<file path="config.mk">
export PLATFORM = sky130hd
export DESIGN_NAME = maxpool_stream
export DESIGN_NICKNAME = d
export VERILOG_FILES = /design/src/rtl/maxpool_stream.sv
export SDC_FILE = /design/constraint.sdc
export NUM_CORES = 1
export LEC_CHECK = 0
export ABC_AREA = 1
export BUFFER_PORTS_ARGS = -buffer_cell sky130_fd_sc_hd__buf_4
export CAP_MARGIN = 20
export CORE_UTILIZATION = 53
export DETAILED_ROUTE_END_ITERATION = 10
export HOLD_SLACK_MARGIN = 0.12
export MAX_ROUTING_LAYER = met4
export PLACE_DENSITY = 0.78
export SYNTH_ARGS = -nofsm -noshare
export SYNTH_HDL_FRONTEND = slang
export SYNTH_SLANG_ARGS = --single-unit
export TNS_END_PERCENT = 30
</file>
<file path="constraint.sdc">
create_clock -name clk -period 2.1 [get_ports clk]
set_clock_uncertainty 0.05 [all_clocks]
set_input_delay 0.315 -clock clk [delete_from_list [all_inputs] [get_ports clk]]
set_output_delay 0.315 -clock clk [all_outputs]
set_load 0.01 [all_outputs]
</file>
<file path="src/rtl/maxpool_stream.sv">
// Streaming ReLU max-pool: emits the max of each WINDOW-sample window (or a flushed partial window).
// Optional MAXPOOL_ARGMAX_EN adds out_index, the earliest position of the maximum within the window.
module maxpool_stream #(
  parameter int DATA_W = 8,
  parameter int WINDOW = 4,
  parameter int CNT_W  = $clog2(WINDOW + 1)
) (
  input  logic              clk,
  input  logic              rst,
  input  logic              in_valid,
  output logic              in_ready,
  input  logic [DATA_W-1:0] in_data,
  input  logic              in_flush,
  output logic              out_valid,
  input  logic              out_ready,
  output logic [DATA_W-1:0] out_data,
  output logic [CNT_W-1:0]  out_count
`ifdef MAXPOOL_ARGMAX_EN
  ,
  output logic [CNT_W-1:0]  out_index
`endif
);

  logic [DATA_W-1:0] acc, acc_nxt, sample;
  logic [CNT_W-1:0]  count, cnt_nxt;
  logic              accept, close;
`ifdef MAXPOOL_ARGMAX_EN
  logic [CNT_W-1:0]  idx, idx_nxt;
`endif

  assign in_ready = !out_valid || out_ready;
  assign accept   = in_valid && in_ready;

  // acc_nxt/cnt_nxt already include this cycle's sample, so a closing window loads them directly.
  always_comb begin
    sample  = in_data[DATA_W-1] ? '0 : in_data;
    acc_nxt = acc;
    cnt_nxt = count;
`ifdef MAXPOOL_ARGMAX_EN
    idx_nxt = idx;
`endif
    if (accept) begin
      cnt_nxt = count + CNT_W'(1);
      if (sample > acc) begin
        acc_nxt = sample;
`ifdef MAXPOOL_ARGMAX_EN
        idx_nxt = count;
`endif
      end
    end
    close = (accept && (cnt_nxt == CNT_W'(WINDOW))) ||
            (in_flush && in_ready && (cnt_nxt != '0));
  end

  always_ff @(posedge clk) begin
    if (rst) begin
      acc       <= '0;
      count     <= '0;
      out_valid <= 1'b0;
      out_data  <= '0;
      out_count <= '0;
`ifdef MAXPOOL_ARGMAX_EN
      idx       <= '0;
      out_index <= '0;
`endif
    end else if (close) begin
      out_valid <= 1'b1;
      out_data  <= acc_nxt;
      out_count <= cnt_nxt;
      acc       <= '0;
      count     <= '0;
`ifdef MAXPOOL_ARGMAX_EN
      idx       <= '0;
      out_index <= idx_nxt;
`endif
    end else begin
      acc   <= acc_nxt;
      count <= cnt_nxt;
`ifdef MAXPOOL_ARGMAX_EN
      idx   <= idx_nxt;
`endif
      if (out_valid && out_ready) begin
        out_valid <= 1'b0;
      end
    end
  end

endmodule

</file>
# Word level (Yosys, flattened, before mapping)
# Index checks and enable logic that the tools add are counted.
# classes
n_reduce_logical,11
mux,6
magnitude_cmp,1
add_sub_neg,1
eq_ne,1
# op_table
op,n
8-bit 2-to-1 mux,2
7-bit by 8-bit greater-than comparator with 1-bit output,1
7-bit 2-to-1 mux,1
1-bit logical AND,5
3-bit by 1-bit adder with 3-bit output (second input constant),1
3-bit equality test (second input constant),1
3-bit 2-to-1 mux,1
3-bit nonzero test,1
1-bit logical OR,2
1-bit 2-to-1 mux,2
2-bit nonzero test,1
2-bit OR reduction,1
1-bit zero test,1
# totals
out_inout_bits,13
input_bits,13
reg_bits,23
word_cells,25

# Longest topological paths before layout
# depth
ltp_word,8
ltp_mapped,14
ltp_nobuf,14

# Worst setup path before layout
# No wires, ideal clock.
# synth_timing
path_type,input to register
start,input port in_data[7]
end,register acc[3]
setup_time_ns,0.064
slack_ns,0.418
arrival_ns,1.569
stages,12
n_path_buf,0
required_time_ns,1.986
path_cell_list,inv_1 -> nand2_1 -> inv_1 -> ha_1 -> inv_1 -> nor3_2 -> nand2_1 -> nand2_1 -> nand2_2 -> nand2_1 -> nand2_1 -> nor2_1
# synth_via
elab_chain_cells,4
# synth_rtl
item,line,source
start: declaration,12,"input logic [DATA_W-1:0] in_data,"
7-bit 2-to-1 mux (*),36,sample = in_data[DATA_W-1] ? '0 : in_data;
7-bit by 8-bit greater-than comparator with 1-bit output,44,if (sample > acc) begin
8-bit 2-to-1 mux (*),44,
8-bit 2-to-1 mux (*),42,if (accept) begin
end signal: assignment,77,acc <= acc_nxt;
end: declaration,24,"logic [DATA_W-1:0] acc, acc_nxt, sample;"
# Mark *: on every way between the ends. The rest lies on a longest branch, timed or not.
# A chain may end at the register's enable or synchronous reset.

# Final worst setup path
# layout_timing
start,register acc[6]
end,register out_data[3]
# layout_via
elab_chain_cells,3
# layout_rtl
item,line,source
7-bit by 8-bit greater-than comparator with 1-bit output,44,
8-bit 2-to-1 mux,44,
8-bit 2-to-1 mux,42,
end signal: assignment,68,out_data <= acc_nxt;
end: declaration,16,"output logic [DATA_W-1:0] out_data,"
# Every way passes these cells.

==> results.md <==
- Syn-to-layout area delta: 19.9%
- Number of synthesized register bits: 23
- Setup CP Type: flip-flop to flip-flop
- # diodes: 0
- Setup-failing EPs final: 0
- Peak VDD IR: a little under 0.0006 V
- Slew Limit Fails: 0
- Congestion Overflow GR: 0
- Initial Utilization: between 50% and 60%
- Slowest CP cell: dfxtp_1
- Worst path cell trace: inv_1, ha_1, inv_1, nor3_2, nand2_1, nand2_1, nand2_2, nand2_1, nand3_1, nand2_1
- Worst setup EP type: flip-flop
- Slack of the critical path: about 0.37 ns
- Max cap viols: 0
- Worst-case clock buffer depth: 2
- H-tree depth: 1
- Post-cts sizing count: 0
- Ys Warns: 0
- CP max stage delay: 0.33 ns
- Share of layout cells above drive strength 1: between 10% and 20%
- Fill count: roughly 190
- LEAKAGE: approximately 0.00080 uW
- Outcome: finished, final reports clean
- Detailed Route WL: between 2000 and 2500 um
- Crit path time final: 1.73 ns
- Final Hold Fails: 0
- Residual DRC: 0
- Root Buffer: clkbuf_4
- Net Count, Synth: 195
- Slew @ Worst Pin: 0.350 ns
- Avg Inst Size Synth: 7.02 sq um
- Startpoint types: flip-flop
- Global placer's final weighted congestion: between 0.8 and 0.9
- # IOs: 26
- Quantity of hold-fixing buffers added after cts: 1
- Clock Pin Slew Worst Setup and Hold Paths: 0.11 ns
- Seq/Total Area, Yosys: between 30% and 40%
- Setup TNS: 0 ns
- Number of global-route vias before repair: about 1100
- Post-layout util: ~67%
- Drt pass-1 iters: 4
- Setup slack, reg-to-reg: between 0.3 and 0.4 ns
- F_max: approximately 580 MHz
- Worst Path Max Fanout: 8
- Yosys cell types: 21
- Worst rel slew slack: 76.6%
- Chip width: 50 um
- CP required: approximately 2.3 ns
- Row cnt: 17
- Nets: 224
- Post-CTS setup buffer count: 0
- Placed cell areas: around 1400 sq um
- First-pass GRT wire length: roughly 4400 um
- WL/cell: 10.7 um
- GRT Overall Usage: between 20% and 30%
- Vias: between 1000 and 1500
- Total CTS buffers: 3
- Starting DRT DRC Count: 20
- Worst EP arrival: 1.93 ns
- CTS tree: yes
- HPWL after detailed placement: roughly 2000 um
- Final ANT Viol Nets: 0
- Netlist Area Pre-Place: about 1200 sq um
- I/O Buffers: 25
- Core Area: around 2200 sq um
- Placement Setup Slack: roughly 0.11 ns
- Initial antenna violation count: 0
- Finished Cell Area: ~1500 sq um
- Via-to-Cell Ratio: around 5.1
- Largest net degree at the start of global routing: 15
- Cells after Synth: between 150 and 200
- Cell Pwr Density: between 700 and 800 nW/um^2
- Die area: ~2500 sq um
- Final Cycle Share: 82.5%
- Worst-Skew Late Latency: 0.30 ns
- Most common library cell in the layout ignoring fill and taps: nand2_1
- RSZ-0062 raised after global routing: no
- Die height: roughly 50 um
- Most frequent cells in the layout: nand2_1 (52), nand3_1 (30), buf_4 (26)
- CP most frequent cell: nand2_1
- Clock net sink count: 23
- Tightest Hold Check Type: primary input to flip-flop
## through the flow
stage               total power [uW]  instances  hold slack (ns)
floorplan                        747        174            0.334
global placement                 833        225            0.414
detailed placement               844        225            0.416
CTS                             1040        230            0.246
global route                    1100        230            0.259
finish                          1030        230            0.239
## critical path, delay by kind of cell (launching register included)
family        cells  cell delay [ns]
fa+ha+maj         1             0.31
flops             1             0.33
buf+inv           2             0.12
simple gates      7             0.89
## worst paths after layout
check,depth (start not counted),endpoint,start
worst max register to register,10,out_data[3],acc[6]
worst max-delay path,10,out_data[3],acc[6]
worst min-delay path,3,out_count[0],in_flush
worst min register to register,2,out_data[7],out_data[7]
## synthesized netlist by cell type
library cell | count | area [sq um]
nand3_1 | 30 | 150
nand2_1 | 52 | 195
a21oi_2 | 1 | 8.76
nor3_2 | 1 | 10.0
o21ai_0 | 3 | 15.0
inv_1 | 25 | 93.8
nand2_4 | 2 | 22.5
nand3_2 | 1 | 10.0
o21ai_1 | 1 | 5.00
nand4_1 | 1 | 6.26
buf_4 | 1 | 7.51
ha_1 | 8 | 100
buf_2 | 1 | 5.00
nand2_2 | 4 | 25.0
xnor2_1 | 1 | 8.76
nor2_4 | 1 | 11.3
nor2_1 | 13 | 48.8
a21oi_1 | 3 | 15.0
a21boi_2 | 1 | 11.3
dfxtp_1 | 23 | 460
buf_6 | 1 | 11.3
## kinds of logic (layout without fill, tap and decap cells)
family | Yosys count | count (layout) | synth area share (%)
AND/OR/NAND/NOR | 105 | 105 | 39.2
flip-flops | 23 | 23 | 37.7
AO/OA/AOI/OAI | 9 | 9 | 4.51
buffers and inverters | 28 | 56 | 9.63
adder cells (fa/ha/maj) | 8 | 8 | 8.20
XOR/XNOR | 1 | 1 | 0.717
## cell type report
class / instances / area, sq um / share of cell area [%]
clock buffer: 4 / 26.3 / 1.79
inverter: 25 / 93.8 / 6.41
multi-input combinational: 123 / 643 / 43.9
sequential: 23 / 460 / 31.5
tap: 28 / 35.0 / 2.39
timing repair buffer: 27 / 205 / 14.0
## registers in the layout, indices dropped and copies added (netlist names)
signal     cells
out_valid      1
count          3
acc            8
out_count      3
out_data       8
## layer usage
| layer | track usage, % | share of wire (%) | vias up | wire length [um] |
|---|---|---|---|---|
| met5 | - | 0 | - | 0 |
| met4 | 8.10 | 1.5 | 0 | 36 |
| met3 | 4.01 | 3.7 | 6 | 92 |
| met2 | 44.2 | 52 | 28 | 1280 |
| met1 | 24.3 | 43 | 530 | 1050 |
| li1 | - | - | 605 | - |
## report_power, final
part           internal, uW  leakage, uW  total, uW  switching, uW
Clock                  74.0    0.0000150        193            119
Combinational           129     0.000593        335            206
Sequential              478     0.000188        500           22.0
Total                   682     0.000796       1030            347
Note: power is estimated with default switching activity, not from simulation.
